**src/rtl/ycr_cclk_pkg.sv**
```systemverilog
// Shared state encoding, mode constants and wake-settle length for the
// ycr_cclk clock-gate controller.
package ycr_cclk_pkg;

    typedef enum logic [1:0] {
        RUN       = 2'b00,
        IDLE_WAIT = 2'b01,
        GATED     = 2'b10,
        WAKE      = 2'b11
    } cclk_st_e;

    localparam logic [1:0] CCLK_ON       = 2'b00;
    localparam logic [1:0] CCLK_OFF      = 2'b01;
    localparam logic [1:0] CCLK_AUTO_REQ = 2'b10;
    localparam logic [1:0] CCLK_AUTO_IRQ = 2'b11;

    localparam int unsigned WAKE_CYC = 2;

endpackage

```
**src/rtl/ctech_clk_gate.sv**
```systemverilog
// Behavioural latch-based clock gate: enable is captured while CLK is low,
// so GCLK never glitches when GATE changes.
module ctech_clk_gate (
    input  logic GATE,
    input  logic CLK,
    output logic GCLK
);

    logic en_lat;

    always_latch begin
        if (!CLK) en_lat <= GATE;
    end

    assign GCLK = CLK & en_lat;

endmodule

```
**src/rtl/ycr_cclk_gate_ch.sv**
```systemverilog
// One gated-clock channel: mode/idle FSM, idle-delay counter, wake settle,
// gate cell and (with YCR_CCLK_GATE_STATS_EN) a gated-cycle counter.
module ycr_cclk_gate_ch
    import ycr_cclk_pkg::*;
#(
    parameter int unsigned IDLE_CNT_W = 8
) (
    input  logic                  core_clk_int,
    input  logic                  rst_n,
    input  logic [1:0]            cfg_mode,
    input  logic [IDLE_CNT_W-1:0] cfg_idle_dly,
    input  logic                  ch_idle,
    input  logic                  ch_req,
    input  logic                  wake_any,
`ifdef YCR_CCLK_GATE_STATS_EN
    input  logic                  stats_clr,
    output logic [15:0]           gate_cnt,
`endif
    output logic                  clk_enb,
    output logic                  ch_clk,
    output logic                  ch_awake
);

    localparam int unsigned WK_W = (WAKE_CYC > 1) ? $clog2(WAKE_CYC) : 1;

    cclk_st_e              st, st_nxt;
    logic [IDLE_CNT_W-1:0] cnt, cnt_nxt;
    logic [WK_W-1:0]       wk, wk_nxt;
    logic                  wake_ev;

    assign wake_ev = ch_req | ((cfg_mode == CCLK_AUTO_IRQ) & wake_any);

    // Mode decode sits outside the state case so a mode change beats every transition.
    always_comb begin
        st_nxt  = st;
        cnt_nxt = cnt;
        wk_nxt  = wk;
        case (cfg_mode)
            CCLK_ON: begin
                st_nxt  = RUN;
                cnt_nxt = '0;
                wk_nxt  = '0;
            end
            CCLK_OFF: begin
                st_nxt  = GATED;
                cnt_nxt = '0;
                wk_nxt  = '0;
            end
            default: begin
                case (st)
                    RUN: begin
                        if (ch_idle && !wake_ev) begin
                            if (cfg_idle_dly == '0) begin
                                st_nxt = GATED;
                            end else begin
                                st_nxt  = IDLE_WAIT;
                                cnt_nxt = cfg_idle_dly;
                            end
                        end
                    end
                    IDLE_WAIT: begin
                        if (!ch_idle || wake_ev) begin
                            st_nxt  = RUN;
                            cnt_nxt = '0;
                        end else if (cnt == IDLE_CNT_W'(1)) begin
                            st_nxt  = GATED;
                            cnt_nxt = '0;
                        end else begin
                            cnt_nxt = cnt - IDLE_CNT_W'(1);
                        end
                    end
                    GATED: begin
                        if (wake_ev) begin
                            st_nxt = WAKE;
                            wk_nxt = WK_W'(WAKE_CYC - 1);
                        end
                    end
                    WAKE: begin
                        if (wk == '0) st_nxt = RUN;
                        else          wk_nxt = wk - WK_W'(1);
                    end
                    default: st_nxt = RUN;
                endcase
            end
        endcase
    end

    always_ff @(posedge core_clk_int or negedge rst_n) begin
        if (!rst_n) begin
            st       <= RUN;
            cnt      <= '0;
            wk       <= '0;
            clk_enb  <= 1'b1;
            ch_awake <= 1'b1;
        end else begin
            st       <= st_nxt;
            cnt      <= cnt_nxt;
            wk       <= wk_nxt;
            clk_enb  <= (st != GATED);
            ch_awake <= (st == RUN);
        end
    end

`ifdef YCR_CCLK_GATE_STATS_EN
    always_ff @(posedge core_clk_int or negedge rst_n) begin
        if (!rst_n)                              gate_cnt <= '0;
        else if (stats_clr)                      gate_cnt <= '0;
        else if (st == GATED && gate_cnt != '1)  gate_cnt <= gate_cnt + 16'd1;
    end
`endif

    ctech_clk_gate u_cg (
        .GATE (clk_enb),
        .CLK  (core_clk_int),
        .GCLK (ch_clk)
    );

endmodule

```
**src/rtl/ycr_cclk_gate_ctrl_n.sv**
```systemverilog
// N-channel clock-gate controller: wake-source synchronisers plus one
// ycr_cclk_gate_ch per channel. Optional stats via YCR_CCLK_GATE_STATS_EN.
module ycr_cclk_gate_ctrl_n
    import ycr_cclk_pkg::*;
#(
    parameter int unsigned NUM_CH     = 4,
    parameter int unsigned IDLE_CNT_W = 8,
    parameter int unsigned NUM_WAKE   = 3
) (
    input  logic                         core_clk_int,
    input  logic                         rst_n,
    input  logic [2*NUM_CH-1:0]          cfg_mode,
    input  logic [IDLE_CNT_W*NUM_CH-1:0] cfg_idle_dly,
    input  logic [NUM_CH-1:0]            ch_idle,
    input  logic [NUM_CH-1:0]            ch_req,
    input  logic [NUM_WAKE-1:0]          wake_irq,
`ifdef YCR_CCLK_GATE_STATS_EN
    input  logic                         stats_clr,
    output logic [16*NUM_CH-1:0]         gate_cnt,
`endif
    output logic [NUM_CH-1:0]            clk_enb,
    output logic [NUM_CH-1:0]            ch_clk,
    output logic [NUM_CH-1:0]            ch_awake
);

    logic [NUM_WAKE-1:0] wk_s1, wk_s2;
    logic                wake_any;

    always_ff @(posedge core_clk_int or negedge rst_n) begin
        if (!rst_n) begin
            wk_s1 <= '0;
            wk_s2 <= '0;
        end else begin
            wk_s1 <= wake_irq;
            wk_s2 <= wk_s1;
        end
    end

    assign wake_any = |wk_s2;

    for (genvar i = 0; i < NUM_CH; i++) begin : g_ch
        ycr_cclk_gate_ch #(
            .IDLE_CNT_W (IDLE_CNT_W)
        ) u_ch (
            .core_clk_int (core_clk_int),
            .rst_n        (rst_n),
            .cfg_mode     (cfg_mode[2*i +: 2]),
            .cfg_idle_dly (cfg_idle_dly[IDLE_CNT_W*i +: IDLE_CNT_W]),
            .ch_idle      (ch_idle[i]),
            .ch_req       (ch_req[i]),
            .wake_any     (wake_any),
`ifdef YCR_CCLK_GATE_STATS_EN
            .stats_clr    (stats_clr),
            .gate_cnt     (gate_cnt[16*i +: 16]),
`endif
            .clk_enb      (clk_enb[i]),
            .ch_clk       (ch_clk[i]),
            .ch_awake     (ch_awake[i])
        );
    end

endmodule

```
**config.mk**
```make
export PLATFORM = sky130hd
export DESIGN_NAME = ycr_cclk_gate_ctrl_n
export DESIGN_NICKNAME = d
export VERILOG_FILES = /design/src/rtl/ycr_cclk_pkg.sv /design/src/rtl/ctech_clk_gate.sv /design/src/rtl/ycr_cclk_gate_ch.sv /design/src/rtl/ycr_cclk_gate_ctrl_n.sv
export SDC_FILE = /design/constraint.sdc
export NUM_CORES = 1
export LEC_CHECK = 0
export ABC_AREA = 1
export CAP_MARGIN = 10
export CORE_AREA = 3 3 106 108
export DETAILED_ROUTE_END_ITERATION = 8
export DIE_AREA = 0 0 109 111
export PLACE_DENSITY = 0.69
export SETUP_SLACK_MARGIN = 0.3
export SLEW_MARGIN = 10
export SYNTH_ARGS = -nofsm -noshare
export SYNTH_HDL_FRONTEND = slang
export SYNTH_HIERARCHICAL = 1
export SYNTH_SLANG_ARGS = --single-unit
```
**constraint.sdc**
```tcl
create_clock -name core_clk_int -period 1.8 [get_ports core_clk_int]
set_input_delay 0.54 -clock core_clk_int [delete_from_list [all_inputs] [get_ports core_clk_int]]
set_output_delay 0.54 -clock core_clk_int [all_outputs]
set_load 0.01 [all_outputs]
```
==> results of run 1 <==
## what timing repair did
action / CTS / global route
resized for setup: 88 / 73
endpoints found under the setup margin: 56 / 58
setup buffers: 6 / 11
pin swaps: 29 / 28
## flip-flops by register name (all words and copies together), names as in the netlist
name / cells
wk_s2: 3
g_ch.u_ch/ch_awake: 4
g_ch.u_ch/cnt: 32
g_ch.u_ch/wk: 4
g_ch.u_ch/u_cg/en_lat: 4
g_ch.u_ch/st: 8
g_ch.u_ch/clk_enb: 4
wk_s1: 3
## per-stage QoR
stage	total power, uW	cells
6_report	6118	849
3_5_place_dp	4118	812
2_1_floorplan	3339	582
4_1_cts	5971	838
5_1_grt	6607	849
3_3_place_gp	4048	812
## cells by family after synthesis
logic type               count (synthesis)  synth area share [%]
latches                                  4                 1.463
adder cells (fa/ha/maj)                  8                 2.438
buffers and inverters                   87                 8.564
AO/OA/AOI/OAI                           54                 7.620
XOR/XNOR                                13                 2.774
AND/OR/NAND/NOR                        358                 41.54
flip-flops                              58                 35.60
## per-layer routing
metal | up-vias | track usage, % | share of wire, %
met5 | - | 0 | 0
met4 | 0 | 6.313 | 1.9
met3 | 23 | 4.834 | 4.2
met2 | 91 | 30.47 | 52
met1 | 1945 | 22.28 | 42
li1 | 2079 | - | -
## layout by cell type (no fill, tap or decap), types with 13 or more instances in the layout
| cell type | n |
|---|---|
| o21ai_2 | 13 |
| buf_4 | 33 |
| inv_1 | 52 |
| nor2_1 | 38 |
| clkbuf_8 | 14 |
| buf_6 | 29 |
| clkdlybuf4s50_1 | 51 |
| nand2_2 | 19 |
| o21ai_1 | 19 |
| inv_2 | 27 |
| nand3_1 | 20 |
| dfrtp_1 | 50 |
| nand2_1 | 208 |
## where the power goes
group          total [uW]  internal (uW)  switching, uW
Combinational        2210            922           1280
Clock                1990           1180            807
Sequential           1920           1660            263
Total                6120           3770           2350
## critical path: cells and delay by family (launching register included)
| kind | cells | cell delay, ps |
|---|---|---|
| latches | 1 | 390 |
| simple gates | 1 | 60 |
| buf+inv | 2 | 140 |
## path summary, 6_finish.rpt
kind,startpoint,to,depth (start not counted)
worst max-delay path,g_ch[3].u_ch/u_cg/en_lat,ch_clk[3],3
worst min-delay path,rst_n,g_ch[3].u_ch/cnt[5],2
worst max register to register,wk_s2[1],g_ch[1].u_ch/cnt[0],10
worst min register to register,wk_s1[0],wk_s2[0],0
max in group asynchronous,rst_n,g_ch[2].u_ch/clk_enb,2
min in group core_clk_int,wk_s1[0],wk_s2[0],0
## layout make-up
| type | count | share of cell area, % |
|---|---|---|
| Timing Repair Buffer | 111 | 17.91 |
| Sequential cell | 62 | 25.59 |
| Clock inverter | 10 | 1.684 |
| Tap cell | 136 | 2.862 |
| Multi-Input combinational cell | 433 | 42.85 |
| Inverter | 79 | 5.114 |
| Clock buffer | 18 | 3.998 |
==> reports/summary.json, run 1 <==
{
  "final_max_slew_viol_count": {"value": 0},
  "grt_overflow_total": {"value": 0},
  "fin_util": {"value": 57.59, "unit": "%"},
  "route.final.wire_length": {"value": 10880, "unit": "um"},
  "portBuffers": {"value": 64},
  "core.rowCount": {"value": 37},
  "hold_class": {"value": "primary input to asynchronous set/reset pin"},
  "overall_routing_resource_usage": {"value": 18.19, "unit": "%"},
  "worst_setup_hold_path_clk_slew": {"value": 80, "unit": "ps"},
  "setup_slack": {"value": -675.1, "unit": "ps"},
  "slew_worst_pin": {"value": 328.4, "unit": "ps"},
  "finalSetupViolCount": {"value": 8},
  "cp_data_required_time": {"value": 1260, "unit": "ps"},
  "num_vias": {"value": 4138},
  "post_dp_cell_area": {"value": 5139, "unit": "um2"},
  "post-route-drc-count": {"value": 0},
  "p_per_area": {"value": 1029, "unit": "nW/um2"},
  "postSynthAreaPerCell": {"value": 7.054, "unit": "um2"},
  "hold_violation_total_from_the_final_report": {"value": 0},
  "worst_ir_drop_vdd": {"value": 0.5839, "unit": "mV"},
  "die-area": {"value": 12100, "unit": "um2"},
  "worst_path_max_delay_cell": {"value": "dlxtn_1"},
  "maxCapViolations": {"value": 0},
  "detailedRoute.firstPassIterationCount": {"value": 5},
  "proportion_of_netlist_area_held_by_the_largest_area_contributor": {"value": 30.48, "unit": "%"},
  "static_leakage": {"value": 0.002965, "unit": "uW"},
  "detailed_place_hpwl": {"value": 7357, "unit": "um"},
  "fin_skew": {"value": 9.711, "unit": "ps"},
  "holdWs": {"value": 86.86, "unit": "ps"},
  "grt_max_degree": {"value": 59},
  "vias_per_cell": {"value": 4.874},
  "multi_input_area": {"value": 2547, "unit": "um2"},
  "synth_top_cell_by_area": {"value": "dfrtp_1"},
  "drt.antenna.violating_nets": {"value": 0},
  "io-pin-count": {"value": 65},
  "async_reset_ff_share": {"value": 93.55, "unit": "%"},
  "sequential_cell_area_in_the_final_layout": {"value": 1521, "unit": "um2"},
  "synth_top_cells_by_count": {"value": "nand2_1 (215), inv_1 (57), dfrtp_1 (50)"},
  "stdcell_area": {"value": 5946, "unit": "um2"},
  "yosys-top-cells-area": {"value": "dfrtp_1 (30%), nand2_1 (20%), inv_1 (5.2%)"},
  "insertion_delay": {"value": 440, "unit": "ps"},
  "post_cts_hold_fix_bufs": {"value": 0},
  "synth-edff-count": {"value": 0},
  "worst_path_fanout_max": {"value": 1},
  "final_layout_size_suffix_gt1_share": {"value": 30.86, "unit": "%"},
  "run_status": {"value": "finished, violations left"},
  "syn_area": {"value": 4105, "unit": "um2"},
  "critical_path_arrival": {"value": 1940, "unit": "ps"},
  "worst_setup_path_type": {"value": "latch to output port"},
  "failed_checks": {"value": "negative setup slack"},
  "n_antenna_cell": {"value": 0},
  "number_of_different_library_cells_in_the_post_synthesis_netlist": {"value": 33},
  "core_region_area": {"value": 10320, "unit": "um2"},
  "wire_per_inst": {"value": 12.82, "unit": "um"},
  "timing.setup.tns": {"value": -2689, "unit": "ps"},
  "filler_cell_count": {"value": 936},
  "tritoncts": {"value": "built"},
  "crit_path_start_kind": {"value": "latch"},
  "regToRegSetupSlack": {"value": 240, "unit": "ps"},
  "dieHeight": {"value": 111, "unit": "um"},
  "wire_length_of_the_first_global_routing_pass": {"value": 17790, "unit": "um"},
  "yosysWarnings": {"value": 6},
  "critical_path.endpoint_type": {"value": "output port"},
  "setup_repair_after_global_routing_missed_its_margin": {"value": "true"},
  "postSynthRegisterBits": {"value": 62},
  "area_growth": {"value": 44.83, "unit": "%"},
  "most_frequent_cell_after_synthesis": {"value": "nand2_1"},
  "initial_core_util": {"value": 39.76, "unit": "%"},
  "first_global_vias": {"value": 4016},
  "finalWeightedCongestion": {"value": 0.8783},
  "nNetsFinal": {"value": 769},
  "pre_cts_ws": {"value": -613.1, "unit": "ps"},
  "worst_path_max_stage_delay": {"value": 390, "unit": "ps"},
  "netlist_instances": {"value": 582},
  "mappedNetlistNets": {"value": 643},
  "floorplan.die.width": {"value": 109, "unit": "um"},
  "drt_iter0_markers": {"value": 260},
  "grt_antenna_before_repair": {"value": 0},
  "synth_ff_type": {"value": "dfrtp_1"},
  "crit_chain": {"value": "nand2_1 > inv_2 > buf_6"},
  "slew_headroom": {"value": 78.11, "unit": "%"}
}
(Power assumes the default switching activity.)
==> run 2, diff against run 1 <==
--- a/config.mk
+++ b/config.mk
@@ -12,4 +12,5 @@
 export DIE_AREA = 0 0 109 111
 export PLACE_DENSITY = 0.69
+export RECOVER_POWER = 100
 export SETUP_SLACK_MARGIN = 0.3
 export SLEW_MARGIN = 10
==> constraint.sdc (replaced) <==
create_clock -name core_clk_int -period 1.8 [get_ports core_clk_int]
set_input_delay 0.54 -clock core_clk_int [delete_from_list [all_inputs] [get_ports core_clk_int]]
set_output_delay 0.54 -clock core_clk_int [all_outputs]
set_load 0.02 [all_outputs]
==> run 2 against run 1 <==
The flow still finishes with violations (negative setup slack); power is 1.4% lower; flip-flop and latch count stayed put; largest power group unchanged; design area is 3.0% lower; critical endpoint is now ch_clk[2]; routed wire length hardly changed.
==> reports/summary.json, run 2 (synthesis results as in run 1) <==
{
  "run_status": {"value": "finished, violations left"},
  "failed_checks": {"value": "negative setup slack"},
  "area_growth": {"value": 40.54, "unit": "%"},
  "worst_ir_drop_vdd": {"value": 0.8556, "unit": "mV", "change": "+47%"},
  "slew_headroom": {"value": 0.3524, "unit": "%", "change": "-78 points"},
  "p_per_area": {"value": 1045, "unit": "nW/um2", "change": "+1.6%"},
  "reg.largest.list": {"value": "g_ch.u_ch/cnt x32, g_ch.u_ch/st x8"},
  "static_leakage": {"value": 0.002876, "unit": "uW", "change": "-3.0%"},
  "detailed_place_hpwl": {"value": 7363, "unit": "um", "change": "about the same"},
  "final_layout_size_suffix_gt1_share": {"value": 28.59, "unit": "%", "change": "-2.3 points"},
  "crit_path_start_kind": {"value": "latch"},
  "largest-register": {"value": "g_ch.u_ch/cnt"},
  "critical_path_arrival": {"value": 1970, "unit": "ps", "change": "+30 ps"},
  "grt_max_degree": {"value": 59, "change": "unchanged"},
  "drt_iter0_markers": {"value": 243, "change": "-6.5%"},
  "die-area": {"value": 12100, "unit": "um2", "change": "unchanged"},
  "dieHeight": {"value": 111, "unit": "um", "change": "unchanged"},
  "worst_path_max_delay_cell": {"value": "dlxtn_1"},
  "vias_per_cell": {"value": 4.861, "change": "-0.28%"},
  "core.rowCount": {"value": 37, "change": "unchanged"},
  "wire_length_of_the_first_global_routing_pass": {"value": 17040, "unit": "um", "change": "-4.2%"},
  "num_vias": {"value": 4112, "change": "-0.63%"},
  "nNetsFinal": {"value": 766, "change": "-0.39%"},
  "floorplan.die.width": {"value": 109, "unit": "um", "change": "unchanged"},
  "io-pin-count": {"value": 65, "change": "unchanged"},
  "worst_path_fanout_max": {"value": 1, "change": "unchanged"},
  "insertion_delay": {"value": 440, "unit": "ps", "change": "about the same"},
  "cp_data_required_time": {"value": 1260, "unit": "ps", "change": "about the same"},
  "grt_overflow_total": {"value": 0, "change": "unchanged"},
  "stdcell_count": {"value": 846, "change": "-0.35%"},
  "route.final.wire_length": {"value": 10880, "unit": "um", "change": "about the same"},
  "initial_core_util": {"value": 39.76, "unit": "%", "change": "unchanged"},
  "timing.setup.tns": {"value": -2742, "unit": "ps", "change": "-53.37 ps"},
  "detailedRoute.firstPassIterationCount": {"value": 4, "change": "-1"},
  "use_met3": {"value": 5.300, "unit": "%", "change": "+0.47 points"},
  "fin_skew": {"value": 10.42, "unit": "ps", "change": "+0.7079 ps"},
  "worst_setup_path_type": {"value": "latch to output port"},
  "setup_slack": {"value": -706.0, "unit": "ps", "change": "-30.95 ps"},
  "worst_path_dominant_cell_family": {"value": "latches"},
  "overall_routing_resource_usage": {"value": 17.38, "unit": "%", "change": "-0.81 points"},
  "grt.busiest_layer": {"value": "met2"},
  "first_global_vias": {"value": 3936, "change": "-2.0%"},
  "mostFrequentLayoutCells": {"value": "nand2_1 (208), inv_1 (52), dfrtp_1 (50), clkdlybuf4s50_1 (48), nor2_1 (40)"},
  "hold_class": {"value": "flop to flop"},
  "slew_worst_pin": {"value": 1495, "unit": "ps", "change": "+1166 ps"},
  "post-route-drc-count": {"value": 0, "change": "unchanged"},
  "crit_chain": {"value": "nand2_1 > inv_2 > buf_6"},
  "largest_reg_flops": {"value": 32, "change": "unchanged"},
  "grt_use_met2": {"value": 29.44, "unit": "%", "change": "-1.0 points"},
  "placedCellCount": {"value": 812, "change": "unchanged"},
  "worst_setup_hold_path_clk_slew": {"value": 70, "unit": "ps", "change": "about the same"},
  "pre_cts_ws": {"value": -677.3, "unit": "ps", "change": "-64.25 ps"},
  "critPathBufInv": {"value": 2, "change": "unchanged"},
  "final_max_slew_viol_count": {"value": 0, "change": "unchanged"},
  "critical_path.endpoint_type": {"value": "output port"},
  "core_region_area": {"value": 10320, "unit": "um2", "change": "unchanged"},
  "hold_violation_total_from_the_final_report": {"value": 0, "change": "unchanged"},
  "maxCapViolations": {"value": 0, "change": "unchanged"},
  "worst_path_max_stage_delay": {"value": 400, "unit": "ps", "change": "about the same"},
  "holdWs": {"value": 351.0, "unit": "ps", "change": "+264.2 ps"},
  "global_route.usage.met1": {"value": 20.90, "unit": "%", "change": "-1.4 points"},
  "n_antenna_cell": {"value": 0, "change": "unchanged"},
  "drt.antenna.violating_nets": {"value": 0, "change": "unchanged"},
  "mostFrequentLayoutCell": {"value": "nand2_1"},
  "tritoncts": {"value": "built"},
  "finalWeightedCongestion": {"value": 0.8775, "change": "about the same"},
  "finalSetupViolCount": {"value": 8, "change": "unchanged"},
  "setup_repair_after_global_routing_missed_its_margin": {"value": "true"},
  "grt_antenna_before_repair": {"value": 0, "change": "unchanged"},
  "wire_per_inst": {"value": 12.86, "unit": "um", "change": "+0.37%"},
  "portBuffers": {"value": 64, "change": "unchanged"}
}
==> run 2: cell types whose count changed in the layout (fill, tap and decap cells not counted), sizes merged <==
cell,delta
buf,-19
bufinv,-1
clkbuf,+19
clkdlybuf4s15,+1
clkdlybuf4s50,-3
clkinv,-3
dlygate4sd3,+3
==> run 2: area by class of cell <==
class	count	area (um2)
tap	136	170.2
timing repair buffer	108	939.7
inverter	79	304.0
clock buffer	22	282.8
multi-input combinational	433	2499
fill	949	4554
clock inverter	6	52.55
sequential	62	1521
==> run 2: final timing paths <==
path | depth (start not counted) | slack (ps) | to | startpoint
worst max-delay path | 3 | -710 | ch_clk[2] | g_ch[2].u_ch/u_cg/en_lat
worst min-delay path | 0 | 350 | wk_s2[1] | wk_s1[1]
worst max register to register | 10 | 50 | g_ch[2].u_ch/cnt[0] | wk_s2[0]
worst min register to register | 0 | 350 | wk_s2[1] | wk_s1[1]
max in group asynchronous | 2 | 350 | g_ch[3].u_ch/cnt[6] | rst_n
min in group asynchronous | 2 | 530 | g_ch[3].u_ch/cnt[2] | rst_n
==> run 2: per-stage QoR <==
step | utilization [%] | power (uW) | area [um2]
floorplan | - | 3440 | 4105
global placement | 49.78 | 4147 | 5139
detailed placement | 49.78 | 4214 | 5139
CTS | 53.81 | 6011 | 5555
global route | 55.88 | 6486 | 5769
finish | 55.88 | 6031 | 5769
==> run 2: worst register-to-register path, stage by stage (launching register included) <==
cell	delay (ps)
dfrtp_1	370
nor2_2	110
nand2_1	170
nand3_1	210
clkbuf_1	180
nand4_4	130
nor2_4	240
inv_2	60
o21ai_1	110
nand2_1	60
nand2_1	50
==> run 2: per-layer routing <==
metal | up-vias | part of all wire [%]
li1 | 2070 | -
met1 | 1925 | 42
met2 | 94 | 51
met3 | 23 | 5.3
met4 | 0 | 1.8
met5 | - | 0
==> run 2: timing repair <==
action                                  4_1_cts  5_1_grt
buffers inserted                              5        9
endpoints found under the hold margin         0        0
endpoints found under the setup margin       56       58
hold buffers                                  0        0
pin swaps                                    25       40
resized for setup                            94       85
==> run 2: where the power goes <==
part           switching [uW]  total, uW  internal [uW]
sequential                235       1890           1660
clock                     828       2000           1170
combinational            1310       2140            831
